### src/rtl/wb_arb_pkg.sv
// Shared types and helpers for the N-master Wishbone arbiter/mux.
package wb_arb_pkg;

  typedef enum logic {
    IDLE = 1'b0,
    OWN  = 1'b1
  } arb_state_e;

  function automatic int clog2(input int value);
    int r;
    r = 0;
    for (int i = 0; i < 31; i++) begin
      if ((1 << i) < value) r = i + 1;
    end
    return r;
  endfunction

  // Index vectors need at least one bit even for a single master.
  function automatic int idx_w(input int n);
    return (clog2(n) > 0) ? clog2(n) : 1;
  endfunction

endpackage

### src/rtl/wb_arb_mux_n_pick.sv
// Combinational winner picker: lowest index, or first requester at/after ptr
// with wrap-around when ARB_RR is set.
module wb_arb_pick #(
  parameter int NUM_MASTERS = 4,
  parameter int ARB_RR      = 0,
  parameter int GRANT_W     = 2
) (
  input  logic [NUM_MASTERS-1:0] req,
  input  logic [GRANT_W-1:0]     ptr,
  output logic [GRANT_W-1:0]     win,
  output logic                   valid
);

  logic [GRANT_W-1:0]       start;
  logic [2*NUM_MASTERS-1:0] dbl;
  logic [NUM_MASTERS-1:0]   rot;
  int                       pos;
  int                       sum;

  always_comb begin
    start = (ARB_RR != 0) ? ptr : '0;
    // Rotating a doubled copy puts the search origin at bit 0.
    dbl   = {req, req} >> start;
    rot   = dbl[NUM_MASTERS-1:0];
    valid = 1'b0;
    pos   = 0;
    for (int i = 0; i < NUM_MASTERS; i++) begin
      if (!valid && rot[i]) begin
        valid = 1'b1;
        pos   = i;
      end
    end
    sum = int'(start) + pos;
    if (sum >= NUM_MASTERS) sum = sum - NUM_MASTERS;
    win = GRANT_W'(sum);
  end

endmodule

### src/rtl/wb_arb_mux_n.sv
// N-master to one-slave Wishbone arbiter/mux with a CYC-locked grant.
// Optional stall watchdog enabled by defining WB_ARB_TIMEOUT_EN.
//
// state | meaning
// IDLE  | bus free; winner of c_cyc registered into grant this edge
// OWN   | bus routed to grant until its c_cyc drops
module wb_arb_mux_n
  import wb_arb_pkg::*;
#(
  parameter int NUM_MASTERS    = 4,
  parameter int ADDR_W         = 32,
  parameter int DATA_W         = 32,
  parameter int ARB_RR         = 0,
  parameter int TIMEOUT_CYCLES = 255
) (
  input  logic                            sys_clk,
  input  logic                            resetcpu,
  input  logic [NUM_MASTERS-1:0]          c_cyc,
  input  logic [NUM_MASTERS-1:0]          c_stb,
  input  logic [NUM_MASTERS-1:0]          c_we,
  input  logic [NUM_MASTERS*DATA_W/8-1:0] c_sel,
  input  logic [NUM_MASTERS*ADDR_W-1:0]   c_adr,
  input  logic [NUM_MASTERS*DATA_W-1:0]   c_dat_o,
  output logic [DATA_W-1:0]               c_dat_i,
  output logic [NUM_MASTERS-1:0]          c_ack,
  output logic [NUM_MASTERS-1:0]          c_err,
  output logic                            m_cyc,
  output logic                            m_stb,
  output logic                            m_we,
  output logic [DATA_W/8-1:0]             m_sel,
  output logic [ADDR_W-1:0]               m_adr,
  output logic [DATA_W-1:0]               m_dat_o,
  input  logic [DATA_W-1:0]               m_dat_i,
  input  logic                            m_ack
);

  localparam int SEL_W   = DATA_W / 8;
  localparam int GRANT_W = idx_w(NUM_MASTERS);

  arb_state_e         state_q, state_d;
  logic [GRANT_W-1:0] grant_q, grant_d;
  logic [GRANT_W-1:0] ptr_q, ptr_d;
  logic [GRANT_W-1:0] pick_win;
  logic               pick_valid;
  logic               g_cyc;
  logic               g_stb;
  logic               tmo_err;

  wb_arb_pick #(
    .NUM_MASTERS (NUM_MASTERS),
    .ARB_RR      (ARB_RR),
    .GRANT_W     (GRANT_W)
  ) u_pick (
    .req   (c_cyc),
    .ptr   (ptr_q),
    .win   (pick_win),
    .valid (pick_valid)
  );

  always_comb begin
    g_cyc = 1'b0;
    g_stb = 1'b0;
    for (int i = 0; i < NUM_MASTERS; i++) begin
      if (grant_q == GRANT_W'(i)) begin
        g_cyc = c_cyc[i];
        g_stb = c_stb[i];
      end
    end
  end

  always_ff @(posedge sys_clk) begin
    if (resetcpu) begin
      state_q <= IDLE;
      grant_q <= '0;
      ptr_q   <= '0;
    end else begin
      state_q <= state_d;
      grant_q <= grant_d;
      ptr_q   <= ptr_d;
    end
  end

  always_comb begin
    state_d = state_q;
    grant_d = grant_q;
    ptr_d   = ptr_q;
    case (state_q)
      IDLE: begin
        if (pick_valid) begin
          state_d = OWN;
          grant_d = pick_win;
          ptr_d   = (pick_win == GRANT_W'(NUM_MASTERS - 1)) ? '0 : pick_win + 1'b1;
        end
      end
      OWN: begin
        // Release always passes through IDLE: one dead cycle between owners.
        if (!g_cyc) state_d = IDLE;
      end
      default: state_d = IDLE;
    endcase
  end

  always_comb begin
    m_cyc   = 1'b0;
    m_stb   = 1'b0;
    m_we    = 1'b0;
    m_sel   = '0;
    m_adr   = '0;
    m_dat_o = '0;
    c_ack   = '0;
    c_err   = '0;
    if (state_q == OWN) begin
      for (int i = 0; i < NUM_MASTERS; i++) begin
        if (grant_q == GRANT_W'(i)) begin
          m_cyc    = c_cyc[i];
          m_stb    = c_stb[i] & ~tmo_err;
          m_we     = c_we[i];
          m_sel    = c_sel[i*SEL_W +: SEL_W];
          m_adr    = c_adr[i*ADDR_W +: ADDR_W];
          m_dat_o  = c_dat_o[i*DATA_W +: DATA_W];
          c_ack[i] = m_ack & c_stb[i] & ~tmo_err;
          c_err[i] = tmo_err;
        end
      end
    end
  end

  assign c_dat_i = m_dat_i;

`ifdef WB_ARB_TIMEOUT_EN
  localparam int TMO_W = clog2(TIMEOUT_CYCLES + 1);

  // Down-counter loaded with the limit; terminal count 0 is the timeout.
  logic [TMO_W-1:0] tmo_q, tmo_d;

  assign tmo_err = (state_q == OWN) && g_stb && (tmo_q == '0);

  always_comb begin
    tmo_d = tmo_q;
    if ((state_q != OWN) || m_ack || tmo_err) begin
      tmo_d = TMO_W'(TIMEOUT_CYCLES);
    end else if (g_stb) begin
      tmo_d = tmo_q - 1'b1;
    end
  end

  always_ff @(posedge sys_clk) begin
    if (resetcpu) tmo_q <= TMO_W'(TIMEOUT_CYCLES);
    else          tmo_q <= tmo_d;
  end
`else
  // No watchdog: a stalled slave holds the bus indefinitely.
  assign tmo_err = (TIMEOUT_CYCLES < 0);
`endif

endmodule

### config.mk
export PLATFORM = sky130hd
export DESIGN_NAME = wb_arb_mux_n
export DESIGN_NICKNAME = d
export VERILOG_FILES = /design/src/rtl/wb_arb_pkg.sv /design/src/rtl/wb_arb_mux_n_pick.sv /design/src/rtl/wb_arb_mux_n.sv
export SDC_FILE = /design/constraint.sdc
export NUM_CORES = 1
export LEC_CHECK = 0
export ABC_AREA = 1
export CORE_AREA = 2 2 166 168
export DETAILED_ROUTE_END_ITERATION = 16
export DIE_AREA = 0 0 168 170
export GPL_TIMING_DRIVEN = 0
export SETUP_SLACK_MARGIN = 0.2
export SLEW_MARGIN = 25
export SYNTH_ARGS = -nofsm -noshare
export SYNTH_HDL_FRONTEND = slang
export SYNTH_SLANG_ARGS = --single-unit
### constraint.sdc
create_clock -name sys_clk -period 1.8 [get_ports sys_clk]
set_input_delay 0.36 -clock sys_clk [delete_from_list [all_inputs] [get_ports sys_clk]]
set_output_delay 0.36 -clock sys_clk [all_outputs]
set_load 0.02 [all_outputs]
==> run_results.csv, run 1 <==
group,metric,value,unit
power,switching_share,0.430,
setup_path,crit_path_max_fanout,6,
clocking,cts_root_buf,"clkbuf_16",
synth,synth_top_area_cell,"nand2_1",
global_route,grt.overflow.total,0,
global_route,grt_max_degree,11,
synth,yosys_most_used_dff,"dfxtp_1",
timing,maxClockFrequency,0.490,GHz
timing,fin_crit,2.04,ns
die,rows,60,
synth,synth-edff-count,0,
route,dr_wl_met2,12100,um
power,p_int,2010,uW
setup_path,cp-end-kind,"output pin",
clocking,cts_tree,"built",
timing,setup_slack,-0.240,ns
synth,synth_area_leaders,"nand2_1 22%, inv_1 13%, nand3_1 12%, buf_4 10%, o211ai_1 10%",
route,met1_length,8850,um
synth,synth-seq-cells,3,
finish,drive_gt1_frac,0.307,
route,vias,5587,
synth,synth.top_cell.area_share,0.216,
run_status,violations,"setup timing",
die,fp.dieW,168,um
die,start_util,0.111,
setup_path,worstSetupStartpointType,"flip-flop",
power,vdd_ir_drop_max,0.189,mV
placed_design,placed_cell_area,7450,um^2
synth,synth_cell_type_count,20,
power,leakagePower,0.00415,uW
finish,synthToLayoutAreaGrowth,196,%
synth,synth_warnings,0,
clocking,h-tree-depth,1,
synth,netlist_top_cells_count,"170 x nand2_1, 105 x inv_1, 68 x nand3_1",
die,core-area,26700,um^2
global_route,grt_pass1_vias,5617,
route,wl_per_cell,16.8,um
timing,fin_skew,0.00433,ns
finish,antenna_cells,0,
route,highest_layer,"met4",
setup_path,crit_type,"flip-flop to output pin",
die,die_y,170,um
die,dieArea,28600,um^2
finish,final_nets,1367,
route,postRouteAntennaNets,0,
clocking,cts_sinks,3,
clocking,clock_latency,0.22,ns
setup_path,worstPathRequired,1.44,ns
run_status,status,"complete, but fails checks",
power,power_switching,1520,uW
route,drtIter0Drc,201,
placed_design,dp_hpwl,18600,um
power,power_frac_clock,0.099,
synth,synth_seq_area_share,0.0204,
timing,rsz0062_at_grt,"true",
power,pwr_density_cell,405,nW/um^2
synth,async_flop_share,0,
placed_design,gp_congestion,0.820,
clocking,cts_buffer_depth,2,
route,drc,0,
timing,hold_violations,0,
synth,yosysMostFrequentCell,"nand2_1",
power,power_frac_seq,0.023,
synth,syn_inst,626,
timing,setup_violations,72,
worst_hold_path,hold_class,"input port to flip-flop",
global_route,antenna_found_initial,0,
timing,worst_hold_slack,0.736,ns
synth,avgSynthCellArea,4.71,um^2
run,maxCapViolCount,0,
placed_design,numPortBuffers,393,
power,combPwrFrac,0.877,
timing,finalCritPeriodShare,1.13,
route,drt-total-wl,23300,um
global_route,grt_pass1_wl,32300,um
route,via_per_inst,4.03,
global_route,track_usage,0.148,
setup_path,crit_arrival,1.68,ns
route,dr.pass1.iters,4,
timing,slew_viol_final,0,
synth,synth_area,2950,um^2
clocking,cts_buffers,3,
die,io_pins,430,
finish,design_area,8720,um^2
route,wl_met3,1970,um
clocking,clk_pin_slew,0.03,ns
[power groups by stage]
stage / Clock (uW) / Sequential [uW] / Combinational [uW]
floorplan: 0 / 78.1 / 1130
global placement: 0 / 78.8 / 2530
detailed placement: 0 / 78.9 / 2540
CTS: 357 / 81.5 / 2950
global route: 365 / 83.1 / 3310
finish: 351 / 81.8 / 3100
[path summary, 6_finish.rpt]
| kind | slack, ns | depth (start not counted) | startpoint | to |
|---|---|---|---|---|
| hold reg to reg | 0.85 | 4 | state_q$_SDFF_PP0_ | grant_q[1]$_SDFFE_PP0P_ |
| setup reg to reg | 0.44 | 8 | grant_q[1]$_SDFFE_PP0P_ | state_q$_SDFF_PP0_ |
| hold / removal | 0.74 | 2 | resetcpu | grant_q[1]$_SDFFE_PP0P_ |
| setup / recovery | -0.24 | 6 | grant_q[1]$_SDFFE_PP0P_ | m_adr[12] |
[metrics by stage]
step                      utilization  cells  worst slack, ns  total power, uW  setup TNS (ns)
final                           0.327   1388           -0.240             3530           -9.34
after global routing            0.327   1388           -0.271             3760          -15.40
after CTS                       0.312   1383           -0.234             3390          -11.40
after detailed placement        0.280   1363            -1.10             2610          -67.82
after global placement          0.280   1363            -1.05             2610          -66.25
after floorplan                     -    629            0.184             1210               0
[kinds of logic after synthesis]
logic type,count (synthesis),share of synthesized area
buffers and inverters,187,0.300
flip-flops,3,0.0204
AND/OR/NAND/NOR,314,0.437
other,1,0.00127
AO/OA/AOI/OAI,121,0.241
[worst max-delay path, stage by stage, from the launching register on]
cell        delay, ns
dfxtp_4          0.40
clkinvlp_4       0.14
buf_6            0.17
or2_2            0.28
o211ai_1         0.17
a21oi_1          0.12
buf_2            0.18
[sequential cells by signal, indices dropped and copies added (netlist names)]
signal   flops
state_q      1
grant_q      2
[timing repair]
item	CTS	global route
endpoints found under the setup margin	78	75
gates resized for setup	601	90
hold buffers	0	0
cloned	4	2
setup buffers	12	3
pin swaps	19	28
hold endpoints to repair	0	0
[metal layers]
| layer | track usage | vias to the layer above |
|---|---|---|
| met5 | 0 | - |
| met4 | 0.0374 | 0 |
| met3 | 0.0349 | 19 |
| met2 | 0.284 | 291 |
| met1 | 0.162 | 2511 |
| li1 | - | 2766 |
[cell usage in the layout (no fill, tap or decap), drive strengths merged]
cell           netlist  final
nor3                 1      1
a21oi               35     35
nand2              170    170
inv                107    106
or2                  5      5
clkbuf              15     21
clkdlybuf4s50        0    318
a211oi               1      1
o21ai               44     44
nand3               68     68
o211ai              40     40
dfxtp                3      3
conb                 1      4
clkinvlp             0      1
nor2                70     70
o21bai               1      1
buf                 65    159
[final cells by class]
type                            count  area [um^2]
Clock buffer                        4         78.8
Multi-Input combinational cell    439         2640
Buffer                             80          795
Timing Repair Buffer              414         4300
Tap cell                          341          427
Inverter                          107          418
Fill cell                        2908        17900
Sequential cell                     3         65.1
Note: power is estimated with default switching activity, not from simulation.
==> inputs of run 2 (changes only) <==
- GPL_TIMING_DRIVEN: 0 -> default
==> run 2 against run 1 <==
  * Combinational power about the same
  * Final area down 2.4%
  * The flow still finishes with violations (setup timing)
  * Global-route usage down 0.34 points
  * Maximum frequency down 0.58%
  * Power up 0.46%
==> run_results.csv, run 2 (same netlist as run 1, synthesis figures left out) <==
group,metric,value,unit
finish,synthToLayoutAreaGrowth,189,%
finish,layout_common_cells,"286 x clkdlybuf4s50_1, 130 x nand2_1, 102 x inv_1",
worst_hold_path,worstHoldStart,"state_q$_SDFF_PP0_",
run_status,violations,"setup timing",
timing,fin_skew,0.00186,ns
timing,rsz0062_at_grt,"true",
finish,instances_no_fill,1348,
run,maxCapViolCount,0,
die,io_pins,430,
setup_path,startpoint,"grant_q[0]$_SDFFE_PP0P_",
finish,top_regs,"grant_q x2, state_q x1",
timing,setup_slack,-0.252,ns
power,pwr_density_cell,417,nW/um^2
finish,post-route-util,0.319,
clocking,cts_root_buf,"clkbuf_16",
setup_path,cp-end-kind,"output pin",
clocking,cts_tree,"built",
die,rows,60,
clocking,clock_latency,0.23,ns
clocking,cts_sinks,3,
global_route,antenna_found_initial,0,
power,power.total,3550,uW
placed_design,numPortBuffers,361,
global_route,grt_max_degree,31,
global_route,grt_pass1_wl,31500,um
timing,fin_crit,2.05,ns
timing,hold_violations,0,
route,wl_per_cell,17.3,um
power,vdd_ir_drop_max,0.157,mV
clocking,hold_buffers,0,
route,drtIter0Drc,244,
setup_path,r2r_start,"grant_q[0]$_SDFFE_PP0P_",
route,postRouteAntennaNets,0,
timing,setup-tns-final,-13.39,ns
route,drt-total-wl,23400,um
power,leakagePower,0.00406,uW
clocking,h-tree-depth,1,
route,dr.pass1.iters,4,
setup_path,crit_arrival,1.69,ns
run_status,status,"complete, but fails checks",
global_route,grt_pass1_vias,5544,
setup_path,crit_path_max_fanout,7,
timing,slew_viol_final,0,
finish,largest_reg_flops,2,
finish,layout_commonest_cell,"clkdlybuf4s50_1",
clocking,cts_buffers,3,
timing,setup_violations,73,
die,die_y,170,um
die,start_util,0.111,
route,drc,0,
route,vias,5517,
setup_path,worstSetupStartpointType,"flip-flop",
placed_design,dp_hpwl,16300,um
timing,maxClockFrequency,0.487,GHz
die,dieArea,28600,um^2
route,via_per_inst,4.09,
clocking,cts_buffer_depth,2,
placed_design,gp_congestion,0.801,
setup_path,crit_type,"flip-flop to output pin",
global_route,grt.overflow.total,0,
finish,final_nets,1327,
global_route,track_usage,0.144,
timing,finalCritPeriodShare,1.14,
placed_design,dp.cells,1297,
setup_path,worstPathRequired,1.44,ns
finish,fillCellCount,2881,
worst_hold_path,hold_class,"flip-flop to flip-flop",
finish,regMostFlops,"grant_q",
finish,drive_gt1_frac,0.301,
clocking,clk_pin_slew,0.03,ns
die,fp.dieW,168,um
finish,antenna_cells,0,
die,core-area,26700,um^2
## run 2: critical path: stages (launching register included)
cell and delay [ns]:
dfxtp_4 0.36, buf_12 0.13, nor2_4 0.16, buf_6 0.15, buf_12 0.10, buf_16 0.12, nand2_1 0.06, nand3_1 0.07
o211ai_1 0.10, inv_1 0.09, buf_6 0.12
## run 2: worst paths after layout
check	to	slack, ns	cells past startpoint
min	grant_q[1]$_SDFFE_PP0P_	0.62	3
max	m_dat_o[6]	-0.25	10
min reg2reg	grant_q[1]$_SDFFE_PP0P_	0.62	3
max reg2reg	state_q$_SDFF_PP0_	0.13	11
## run 2: stage by stage
stage / hold slack, ns / cell area, um^2 / setup slack, ns
after global routing: 0.676 / 8510 / -0.338
after floorplan: 0.429 / 3090 / 0.184
after global placement: 0.642 / 7160 / -0.546
after detailed placement: 0.633 / 7160 / -0.539
after CTS: 0.632 / 7570 / -0.287
final: 0.624 / 8510 / -0.252
## run 2: layout make-up
class,count,area (um^2),share of cell area
clock buffer,4,78.8,0.00926
sequential,3,68.8,0.00808
multi-input combinational,439,2590,0.305
timing repair buffer,454,4940,0.580
tap,341,427,0.0501
inverter,107,409,0.0481
## run 2: repair_timing
| item | CTS | global route |
|---|---|---|
| resized for setup | 364 | 189 |
| gates cloned | 10 | 4 |
| setup endpoints to repair | 75 | 75 |
| buffers inserted | 15 | 18 |
| pin swaps | 11 | 36 |
## run 2: where the power goes
group	internal [uW]	switching [uW]	leakage [uW]	total, uW
Sequential	74.5	10.7	0.0000264	85.1
Clock	293	67.4	0.0000382	360
Combinational	1700	1410	0.00399	3100
## run 2: layer usage
metal / share of wire / track usage / up-vias
li1: - / - / 2696
met5: 0 / 0 / -
met1: 0.36 / 0.151 / 2431
met3: 0.099 / 0.0372 / 37
met2: 0.51 / 0.281 / 353
met4: 0.027 / 0.0423 / 0
